--- src/rtl/peripheral_spi.sv ---
// SPI master (mode 0, MSB first, 8-bit) on the J1 I/O bus.
// The SCK half-period is DIV+1 system clocks; a write to TXDATA starts one byte transfer.
module peripheral_spi #(
    parameter logic [7:0] DIV_RST = 8'd4
) (
    input  logic        clk,
    input  logic        rst,
    input  logic [15:0] d_in,
    input  logic        cs,
    input  logic [3:0]  addr,
    input  logic        rd,
    input  logic        wr,
    output logic [15:0] d_out,
    output logic        spi_sck,
    output logic        spi_mosi,
    input  logic        spi_miso,
    output logic        spi_ss_n
);

    typedef enum logic [1:0] {
        IDLE  = 2'd0,
        SETUP = 2'd1,
        XFER  = 2'd2,
        HOLD  = 2'd3
    } state_t;

    state_t      state_r;
    state_t      state_s;
    logic [7:0]  div_r;
    logic [7:0]  cnt_r;
    logic [3:0]  half_r;
    logic [7:0]  tx_sh_r;
    logic [7:0]  rx_sh_r;
    logic [7:0]  rx_data_r;
    logic        sck_r;
    logic        mosi_r;
    logic        ss_n_r;
    logic        done_r;

    logic        wr_en_s;
    logic        rd_en_s;
    logic        busy_s;
    logic        half_done_s;
    logic        start_s;
    logic        finish_s;
    logic        unused_bits_s;

    assign wr_en_s       = cs & wr;
    assign rd_en_s       = cs & rd;
    assign busy_s        = (state_r != IDLE);
    assign half_done_s   = (cnt_r == div_r);
    assign start_s       = wr_en_s && (addr == 4'h2) && !busy_s;
    assign unused_bits_s = &{1'b0, d_in[15:8], tx_sh_r[7]};

    assign spi_sck  = sck_r;
    assign spi_mosi = mosi_r;
    assign spi_ss_n = ss_n_r;

    // Next-state logic; finish_s marks the HOLD->IDLE completion edge.
    always_comb begin
        state_s  = state_r;
        finish_s = 1'b0;
        case (state_r)
            IDLE: begin
                if (start_s) begin
                    state_s = SETUP;
                end else begin
                    state_s = IDLE;
                end
            end
            SETUP: begin
                if (half_done_s) begin
                    state_s = XFER;
                end else begin
                    state_s = SETUP;
                end
            end
            XFER: begin
                // 16 half-periods: 8 high, 8 low; the last low half ends XFER.
                if (half_done_s && (half_r == 4'd15)) begin
                    state_s = HOLD;
                end else begin
                    state_s = XFER;
                end
            end
            HOLD: begin
                if (half_done_s) begin
                    state_s  = IDLE;
                    finish_s = 1'b1;
                end else begin
                    state_s = HOLD;
                end
            end
            default: begin
                state_s = IDLE;
            end
        endcase
    end

    // State register.
    always_ff @(posedge clk or negedge rst) begin
        if (!rst) begin
            state_r <= IDLE;
        end else begin
            state_r <= state_s;
        end
    end

    // Half-period timer, restarted at every half-period boundary and held in IDLE.
    always_ff @(posedge clk or negedge rst) begin
        if (!rst) begin
            cnt_r <= 8'd0;
        end else if ((state_r == IDLE) || half_done_s) begin
            cnt_r <= 8'd0;
        end else begin
            cnt_r <= cnt_r + 8'd1;
        end
    end

    // Shift datapath, SPI pins, divider and receive register.
    always_ff @(posedge clk or negedge rst) begin
        if (!rst) begin
            div_r     <= DIV_RST;
            half_r    <= 4'd0;
            tx_sh_r   <= 8'd0;
            rx_sh_r   <= 8'd0;
            rx_data_r <= 8'd0;
            sck_r     <= 1'b0;
            mosi_r    <= 1'b0;
            ss_n_r    <= 1'b1;
        end else begin
            case (state_r)
                IDLE: begin
                    if (start_s) begin
                        tx_sh_r <= d_in[7:0];
                        mosi_r  <= d_in[7];
                        ss_n_r  <= 1'b0;
                        rx_sh_r <= 8'd0;
                        half_r  <= 4'd0;
                    end
                    if (wr_en_s && (addr == 4'h0)) begin
                        div_r <= d_in[7:0];
                    end
                end
                SETUP: begin
                    if (half_done_s) begin
                        sck_r   <= 1'b1;
                        rx_sh_r <= {rx_sh_r[6:0], spi_miso};
                        half_r  <= 4'd0;
                    end
                end
                XFER: begin
                    if (half_done_s && (half_r != 4'd15)) begin
                        half_r <= half_r + 4'd1;
                        if (!half_r[0]) begin
                            sck_r <= 1'b0;
                            // The 8th falling edge leaves the last bit on MOSI.
                            if (half_r != 4'd14) begin
                                tx_sh_r <= {tx_sh_r[6:0], 1'b0};
                                mosi_r  <= tx_sh_r[6];
                            end
                        end else begin
                            sck_r   <= 1'b1;
                            rx_sh_r <= {rx_sh_r[6:0], spi_miso};
                        end
                    end
                end
                HOLD: begin
                    if (half_done_s) begin
                        ss_n_r    <= 1'b1;
                        mosi_r    <= 1'b0;
                        rx_data_r <= rx_sh_r;
                    end
                end
                default: begin
                    sck_r  <= 1'b0;
                    mosi_r <= 1'b0;
                    ss_n_r <= 1'b1;
                end
            endcase
        end
    end

    // Done flag: completion wins over a simultaneous RXDATA read.
    always_ff @(posedge clk or negedge rst) begin
        if (!rst) begin
            done_r <= 1'b0;
        end else if (finish_s) begin
            done_r <= 1'b1;
        end else if (start_s || (rd_en_s && (addr == 4'h4))) begin
            done_r <= 1'b0;
        end else begin
            done_r <= done_r;
        end
    end

    // Read mux.
    always_comb begin
        d_out = 16'h0000;
        if (cs) begin
            case (addr)
                4'h0:    d_out = {8'h00, div_r};
                4'h4:    d_out = {8'h00, rx_data_r};
                4'h6:    d_out = {14'd0, done_r, busy_s};
                default: d_out = 16'h0000;
            endcase
        end else begin
            d_out = 16'h0000;
        end
    end

endmodule

--- config.mk ---
export PLATFORM = sky130hd
export DESIGN_NAME = peripheral_spi
export DESIGN_NICKNAME = d
export VERILOG_FILES = /design/src/rtl/peripheral_spi.sv
export SDC_FILE = /design/constraint.sdc
export NUM_CORES = 1
export LEC_CHECK = 0
export ABC_CLOCK_PERIOD_IN_PS = 5600
export CAP_MARGIN = 15
export CORE_MARGIN = 1.5
export CORE_UTILIZATION = 46
export DETAILED_ROUTE_END_ITERATION = 10
export PLACE_DENSITY = 0.7
export SETUP_SLACK_MARGIN = 0.2
export SLEW_MARGIN = 20
export SYNTH_ARGS = -nofsm -noshare
export SYNTH_HDL_FRONTEND = slang
export SYNTH_SLANG_ARGS = --single-unit
--- constraint.sdc ---
create_clock -name clk -period 5.6 [get_ports clk]
set_input_delay 0.56 -clock clk [delete_from_list [all_inputs] [get_ports clk]]
set_output_delay 0.56 -clock clk [all_outputs]
set_load 0.02 [all_outputs]
Word level (Yosys, flattened, before mapping)
Cells that the tools add are included.

Bits in registers: 49. Input bits: 26. Word-level logic and storage cells: 96.

Add/sub/neg operators: 2. Equality and inequality tests: 17. Multiplexer cells: 38. Bitwise gates (word level): 2. Reductions and logical operators: 26.

Operators with widths (number): 8-bit case mux with 3 select lines (2); 8-bit two-way mux (5); 7-bit two-way mux (4); 16-bit two-way mux (1); 1-bit two-way mux (15); 2-bit != test (second input constant) (7); 7-bit case mux with 2 select lines (1); 4-bit two-way mux (3); 4-bit case mux with 3 select lines (1); 5-bit AND reduction (2); 2-bit nonzero test (5); 8-bit by 1-bit adder with 8-bit output (second input constant) (1); 4-bit by 3-bit equality test with 1-bit output (second input constant) (2); 8-bit equality test (1); 4-bit != test (second input constant) (2); 2-bit case mux with 4 select lines (1); 1-bit logical AND (6); 3-bit AND reduction (2); 6-bit AND reduction (1); 3-bit nonzero test (2); 4-bit by 1-bit adder with 4-bit output (second input constant) (1); 2-bit equality test (second input constant) (2); 4-bit by 2-bit equality test with 1-bit output (second input constant) (1); 4-bit equality test (second input constant) (1); 11 further kinds (16).

Logic depth before layout (Yosys ltp)
Gate-level depths: netlist (run 1).

Depth after elaboration: 6. Mapped depth: 8. Depth with buffers taken out: 7.

Worst setup path before layout (run 1)
No wires, ideal clock.

Path type: input port to output port. From: input addr[1]. To: output d_out[2]. Arrival time: 1.616 ns. Required time: 5.040 ns. Path slack: 3.424 ns. Cell stages on the path: 4. Buffers on the path: 1. Cell sequence: buf_4 nor4b_2 a22oi_1 nor2_1.

Cells in the longest elaborated chain, start to end: 3. Elaborated cells on any way between the ends: 5.

Ends and longest elaborated chain: start: declaration (RTL line 10) `input logic [3:0] addr,`; 4-bit by 3-bit equality test with 1-bit output or 4-bit logical NOT (tied branches) (RTL line 201) `case (addr)`; 8-bit case mux with 3 select lines * (RTL line 201); 16-bit two-way mux * (RTL line 200) `if (cs) begin`; end: declaration (RTL line 13) `output logic [15:0] d_out,`.

Every way passes the cells marked *; elsewhere a longest branch is shown, timed or not.

Final worst setup path (run 1)
Ends and elaborated chain as after synthesis.

==> PnR_summary.wiki, run 1 <==
{| class="wikitable"
! Metric !! Value
|-
| Status || complete, no violations
|-
| Via density per instance || 5.56
|-
| I/O pin count || 45
|-
| Rel. slew slack || between 50% and 60%
|-
| Total number of placement rows || 27
|-
| CTS buffer count || 5
|-
| Number of sinks on the clock net || roughly 50
|-
| Largest cells by area after synthesis || dfrtp_1 (43%), mux2_1 (6.2%), mux2i_1 (4.4%), xor2_1 (3.5%), ha_1 (3.2%)
|-
| Initial core utilization || 48.5%
|-
| Overall routed net length || 5.69 mm
|-
| Transition at the pin with the smallest max-transition slack || 713 ps
|-
| Final clock skew || roughly 6.4 ps
|-
| Fill cells || 523
|-
| Sum of internal, switching and leakage power || between 0.8 and 0.9 mW
|-
| HPWL after detailed placement || 4.04 mm
|-
| Post-synthesis cell type with the largest combined area || dfrtp_1
|-
| Number of antenna violations at the first check in global routing || 0
|-
| Reg2reg end || rx_sh_r[6]$_DFFE_PN0P_
|-
| Launching element type of the critical path || input pin
|-
| DIE AREA || 6380 um^2
|-
| Sequential cell area || 1230 um^2
|-
| Achievable Freq || 299 MHz
|-
| First-pass GRT wire length || 9.59 mm
|-
| Fraction of synthesized cell area taken by the top area cell type || between 40% and 50%
|-
| Class of the most critical hold timing path || in2async
|-
| Element type at the critical path end || output pin
|-
| Max capacitance violation total || 0
|-
| Worst-case register-to-register setup slack || 2970 ps
|-
| # DRC || 0
|-
| Buffer count from post-CTS setup fixing || 0
|-
| EDFF count, synth || 0
|-
| Input/output buffers || 28
|-
| Post-route antenna net violation count || 0
|-
| Netlist Area Pre-Place || 2720 um^2
|-
| Maximum clock insertion buffer count || 2
|-
| Total congestion overflow || 0
|-
| Drt first pass iters || 4
|-
| Post-layout net count || 320
|-
| Proportion of synthesized flip-flops having asynchronous set or reset || between 90% and 100%
|-
| Data arrival time of the critical path || 2790 ps
|-
| Number of hold-slack violations in the final timing report || 0
|-
| Placed Cells || 352
|-
| Post-Syn Area per Cell || slightly above 10 um^2
|-
| Core area || about 5600 um^2
|-
| Share of post-route cells with drive strength above 1 || 7.64%
|-
| CTS Root Buffer Type || clkbuf_8
|-
| Total number of vias || 2,001
|-
| Final worst-path cycle share || 59.8%
|-
| Iter 0 DRT Violations || between 100 and 150
|-
| Cts-stage hold buffer count || 0
|-
| Vertical die dimension || 79.9 um
|-
| Pre-CTS worst setup slack || 2240 ps
|-
| Post-cts sizing count || 0
|-
| Seq/Total Area, Yosys || 45.2%
|-
| Synth Register Bits || 49
|-
| Crit Path Class || in2out
|-
| Max-slew violation count || 0
|-
| Average wire length per cell after detail routing || about 16 um
|-
| Setup WS post-layout || ~2300 ps
|-
| Pin count of the biggest net entering global routing || 50
|-
| Non-filler instance count after layout || 360
|-
| Final setup fails || 0
|-
| Antenna diodes || 0
|-
| RSZ-0062 raised after global routing || no
|-
| Insertion delay of the later-clocked pin in the worst-skew pair || 320 ps
|-
| Final weighted congestion in routability-driven placement || 0.778
|-
| Count of warnings emitted by yosys || 0
|-
| Number of cells traversed by the worst register-to-register path || 7
|-
| Predominant post-synthesis flop cell || dfrtp_1
|-
| Power density normalized to cell area || 278 nW/um^2
|-
| Die W || 79.9 um
|-
| Lkg Pwr || 1.37 nW
|-
| Synthesized instance count || 263
|-
| Global routing usage summed across all routing layers || 19.8%
|-
| Setup TNS || 0 ps
|-
| Highest ir drop seen on vdd || 0.149 mV
|-
| Clock-pin slew of the registers on the worst-case setup and hold paths || ~100 ps
|-
| Clock tree from TritonCTS || done
|-
| Period minus WS final || 3350 ps
|-
| Reg-to-reg startpoint || state_r[0]$_DFF_PN0_
|-
| Crit path max fanout || 7
|-
| Required time of the worst setup path || 5040 ps
|-
| Total area of multi-input combinational cells || 1340 um^2
|-
| Number of global-route vias before repair || 1,926
|-
| Final core utilization || 55.3%
|-
| Library cells used by synthesis || 50
|-
| Layout-stage area growth over the synthesis result || 14.0%
|-
| Number of H-tree levels || 2
|}
area by class of cell:
cell class	instances	area share, %
Multi-Input combinational cell	186	43.2
Timing Repair Buffer	29	9.12
Inverter	16	1.94
Sequential cell	49	39.6
Clock buffer	6	2.66
Tap cell	72	2.90
Clock inverter	2	0.565
layout by cell type, fill, tap and decap left out, drive strengths merged, types with 7 or more instances in the layout:
cell type,instances
a21oi,10
a22oi,9
clkdlybuf4s50,27
conb,8
dfrtp,47
ha,7
inv,17
mux2,16
mux2i,12
nand2,18
nand3,12
nor2,22
o22ai,12
xor2,11
cells by family (layout without fill, tap and decap cells):
logic type | count (synthesis) | after routing | synth area share [%]
xor+xnor | 14 | 14 | 4.51
mux | 28 | 28 | 11.0
buf+inv | 35 | 53 | 6.53
other cells | 1 | 8 | 0.138
compound gates | 51 | 51 | 13.1
flops | 49 | 49 | 45.2
fa+ha+maj | 7 | 7 | 3.22
simple gates | 78 | 78 | 16.3
worst max path at each step:
stage | slack (ps) | from | endpoint | cells after the start
after global placement | 2260 | addr[2] | d_out[2] | 5
after CTS | 2250 | addr[1] | d_out[2] | 5
after detailed placement | 2240 | addr[1] | d_out[2] | 5
final | 2250 | addr[1] | d_out[2] | 5
after floorplan | 3420 | addr[1] | d_out[2] | 4
after global routing | 2110 | addr[2] | d_out[3] | 5
cell usage after synthesis (all sizes together), types with 2 or more instances:
library cell and count:
nand3 12, buf 15, ha 7, inv 16, xor2 11, nor4 4
o22ai 12, clkbuf 4, a22oi 9, xnor2 3, a21oi 10, nor3 4
and3 5, o21a 3, o21ai 5, a211o 2, nor2 22, dfrtp 47
dfstp 2, nand2b 4, mux2i 12, and4 2, mux2 16, nand2 18
a221o 2
per-stage QoR:
step | hold WS, ps | cell area (um^2)
floorplan | 264 | 2750
global placement | 465 | 3000
detailed placement | 474 | 3000
CTS | 360 | 3100
global route | 395 | 3100
finish | 329 | 3100
state kept, by name, indices dropped and copies added, names as in the netlist:
| signal | flops |
|---|---|
| done_r | 1 |
| rx_sh_r | 8 |
| spi_ss_n | 1 |
| tx_sh_r | 7 |
| state_r | 2 |
| spi_mosi | 1 |
| rx_data_r | 8 |
| half_r | 4 |
| cnt_r | 8 |
| div_r | 8 |
| spi_sck | 1 |
worst max-delay path, stage by stage:
cell and delay, ps:
clkdlybuf4s50_1 580, nor4b_2 660, a22oi_1 230, nor2_1 150, clkdlybuf4s50_1 620
power by group:
part | total [mW] | switching (mW) | internal, mW
Sequential | 0.449 | 0.0460 | 0.403
Clock | 0.232 | 0.129 | 0.103
Combinational | 0.181 | 0.0959 | 0.0850
per-layer routing:
layer / routed length (um) / part of all wire, % / global-route usage [%] / up-vias
met4: 86 / 1.5 / 6.72 / 0
met5: 0 / 0 / 0 / -
met1: 2840 / 50 / 28.9 / 988
li1: - / - / - / 961
met3: 205 / 3.6 / 3.77 / 6
met2: 2560 / 45 / 29.3 / 46
No activity file was read; power rests on OpenSTA's default activity.
==> inputs of run 2 (changes only) <==
--- a/config.mk
+++ b/config.mk
@@ -5,12 +5,12 @@
 export SDC_FILE = /design/constraint.sdc
 export NUM_CORES = 1
 export LEC_CHECK = 0
-export ABC_CLOCK_PERIOD_IN_PS = 5600
+export ABC_CLOCK_PERIOD_IN_PS = 3070
 export CAP_MARGIN = 15
 export CORE_MARGIN = 1.5
 export CORE_UTILIZATION = 46
 export DETAILED_ROUTE_END_ITERATION = 10
-export PLACE_DENSITY = 0.7
+export PLACE_DENSITY = 0.73
 export SETUP_SLACK_MARGIN = 0.2
 export SLEW_MARGIN = 20
 export SYNTH_ARGS = -nofsm -noshare
==> constraint.sdc (replaced) <==
create_clock -name clk -period 3.07 [get_ports clk]
set_input_delay 0.307 -clock clk [delete_from_list [all_inputs] [get_ports clk]]
set_output_delay 0.307 -clock clk [all_outputs]
set_load 0.02 [all_outputs]
==> run 2 against run 1 <==
Sequential share of layout area shrank 0.27 points. Largest power group unchanged. Combinational power grew 85%. Worst setup slack lost 1700 ps. Global-route usage shrank 0.92 points. Clock power grew 71%. Total power grew 80%. First-iteration DRC count shrank 27%. Largest cell class unchanged. Worst hold slack lost 310 ps. Clock-buffer cell count is the same. Core utilization grew 0.38 points.
==> PnR_summary.wiki, run 2 (synthesis results as in run 1) <==
{| class="wikitable"
! Metric !! Value
|-
| Pin count of the biggest net entering global routing || 50
|-
| Power density normalized to cell area || 496 nW/um^2
|-
| Final clock skew || 9.91 ps
|-
| Iter 0 DRT Violations || 102
|-
| Most frequent cells in the layout || dfrtp_1 (47), clkdlybuf4s50_1 (27), nor2_1 (22)
|-
| Initial core utilization || 48.5%
|-
| Final weighted congestion in routability-driven placement || 0.811
|-
| Fill cells || 506
|-
| Insertion delay of the later-clocked pin in the worst-skew pair || roughly 300 ps
|-
| Max-slew violation count || 0
|-
| Post-cts sizing count || 0
|-
| Transition at the pin with the smallest max-transition slack || 623 ps
|-
| Input/output buffers || 28
|-
| Class of the most critical hold timing path || in2async
|-
| Layout-stage area growth over the synthesis result || 14.8%
|-
| CTS Root Buffer Type || clkbuf_8
|-
| Highest ir drop seen on vdd || 0.323 mV
|-
| Master of the slowest instance on the critical path || clkdlybuf4s50_1
|-
| I/O pin count || 45
|-
| Share of post-route cells with drive strength above 1 || 8.59%
|-
| Crit path max fanout || 8
|-
| HPWL after detailed placement || 4.04 mm
|-
| Core area || around 5600 um^2
|-
| Clock tree from TritonCTS || done
|-
| Achievable Freq || approximately 400 MHz
|-
| Vertical die dimension || 79.9 um
|-
| Final setup fails || 0
|-
| Average wire length per cell after detail routing || 15.3 um
|-
| Lkg Pwr || 1.39 nW
|-
| Cts-stage hold buffer count || 0
|-
| Die W || ~80 um
|-
| Number of antenna violations at the first check in global routing || 0
|-
| Drt first pass iters || 4
|-
| CTS buffer count || 5
|-
| Required time of the worst setup path || ~2800 ps
|-
| Element type at the critical path end || output pin
|-
| Launching element type of the critical path || input pin
|-
| Clock-pin slew of the registers on the worst-case setup and hold paths || 80 ps
|-
| Status || complete, no violations
|-
| Antenna diodes || 0
|-
| Number of sinks on the clock net || 49
|-
| Number of H-tree levels || 2
|-
| Max capacitance violation total || 0
|-
| Crit path top cell by count || clkdlybuf4s50_1
|-
| Total number of placement rows || 27
|-
| Final core utilization || 55.7%
|-
| Setup TNS || 0 ps
|-
| Delay of the slowest cell on the worst path || roughly 610 ps
|-
| Buffer count from post-CTS setup fixing || 0
|-
| List of cells traversed by the critical path || clkdlybuf4s50_1 -> nor4b_2 -> buf_4 -> a22oi_1 -> nor2_1 -> clkdlybuf4s50_1
|-
| Crit Path Class || in2out
|-
| # DRC || 0
|-
| First-pass GRT wire length || 9.27 mm
|-
| Number of hold-slack violations in the final timing report || 0
|-
| Via density per instance || 5.57
|-
| Post-layout net count || 323
|-
| Number of global-route vias before repair || roughly 1,900
|-
| Post-route antenna net violation count || 0
|-
| DIE AREA || 6380 um^2
|-
| Final worst-path cycle share || 81.7%
|-
| Rel. slew slack || 58.4%
|-
| Total congestion overflow || 0
|-
| Total number of vias || 2,021
|-
| Global routing usage summed across all routing layers || 18.9%
|-
| Commonest non-fill, non-tap cell in the layout || dfrtp_1
|-
| Overall routed net length || 5.55 mm
|-
| Period minus WS final || roughly 2500 ps
|-
| Data arrival time of the critical path || 2200 ps
|-
| RSZ-0062 raised after global routing || no
|-
| Maximum clock insertion buffer count || 2
|}
==> run 2: changes by cell type in the layout (fill, tap and decap cells not counted), sizes merged <==
cell    delta
buf        +3
clkinv     +1
inv        -1
==> run 2: final timing paths <==
kind	end	depth (start not counted)	from	slack [ps]
max	d_out[2]	6	addr[2]	560
min	cnt_r[1]$_DFF_PN0_	1	rst	20
max reg2reg	rx_sh_r[4]$_DFFE_PN0P_	7	state_r[0]$_DFF_PN0_	750
min reg2reg	rx_data_r[1]$_DFFE_PN0P_	1	rx_data_r[1]$_DFFE_PN0P_	500
max in group asynchronous	tx_sh_r[1]$_DFFE_PN0P_	1	rst	2630
min in group clk	rx_data_r[1]$_DFFE_PN0P_	1	rx_data_r[1]$_DFFE_PN0P_	500
==> run 2: report_power, final <==
part	leakage [nW]	internal, mW	total, mW	switching [mW]
clock	0.0512	0.183	0.396	0.213
combinational	0.719	0.160	0.334	0.174
sequential	0.616	0.736	0.820	0.0840
==> run 2: metrics by stage <==
step | total power, mW | setup WS (ps) | cell area [um^2] | cells | hold WS, ps
after floorplan | 1.05 | 1100 | 2750 | 270 | 11.4
after global placement | 1.15 | 528 | 3020 | 355 | 472
after detailed placement | 1.16 | 514 | 3020 | 355 | 482
after CTS | 1.57 | 559 | 3120 | 363 | 245
after global routing | 1.65 | 468 | 3120 | 363 | 66.2
final | 1.55 | 560 | 3120 | 363 | 17.9
==> run 2: area by class of cell <==
class                           count  area (um^2)  area share (%)
Clock buffer                        6         82.6            2.64
Clock inverter                      2         13.8           0.441
Inverter                           16         60.1            1.92
Multi-Input combinational cell    186         1340            42.9
Sequential cell                    49         1230            39.3
Tap cell                           72         90.1            2.88
Timing Repair Buffer               32          308            9.86
==> run 2: per-layer routing <==
layer / GRT usage [%] / share of wire, % / up-vias
li1: - / - / 976
met1: 28.4 / 49 / 977
met2: 27.4 / 44 / 58
met3: 3.31 / 4.6 / 10
met4: 5.86 / 1.8 / 0
met5: 0 / 0 / -
==> run 2: critical path, delay by kind of cell <==
| kind | cells | cell delay (ps) |
|---|---|---|
| buf+inv | 3 | 1420 |
| simple gates | 2 | 350 |
| compound gates | 1 | 110 |
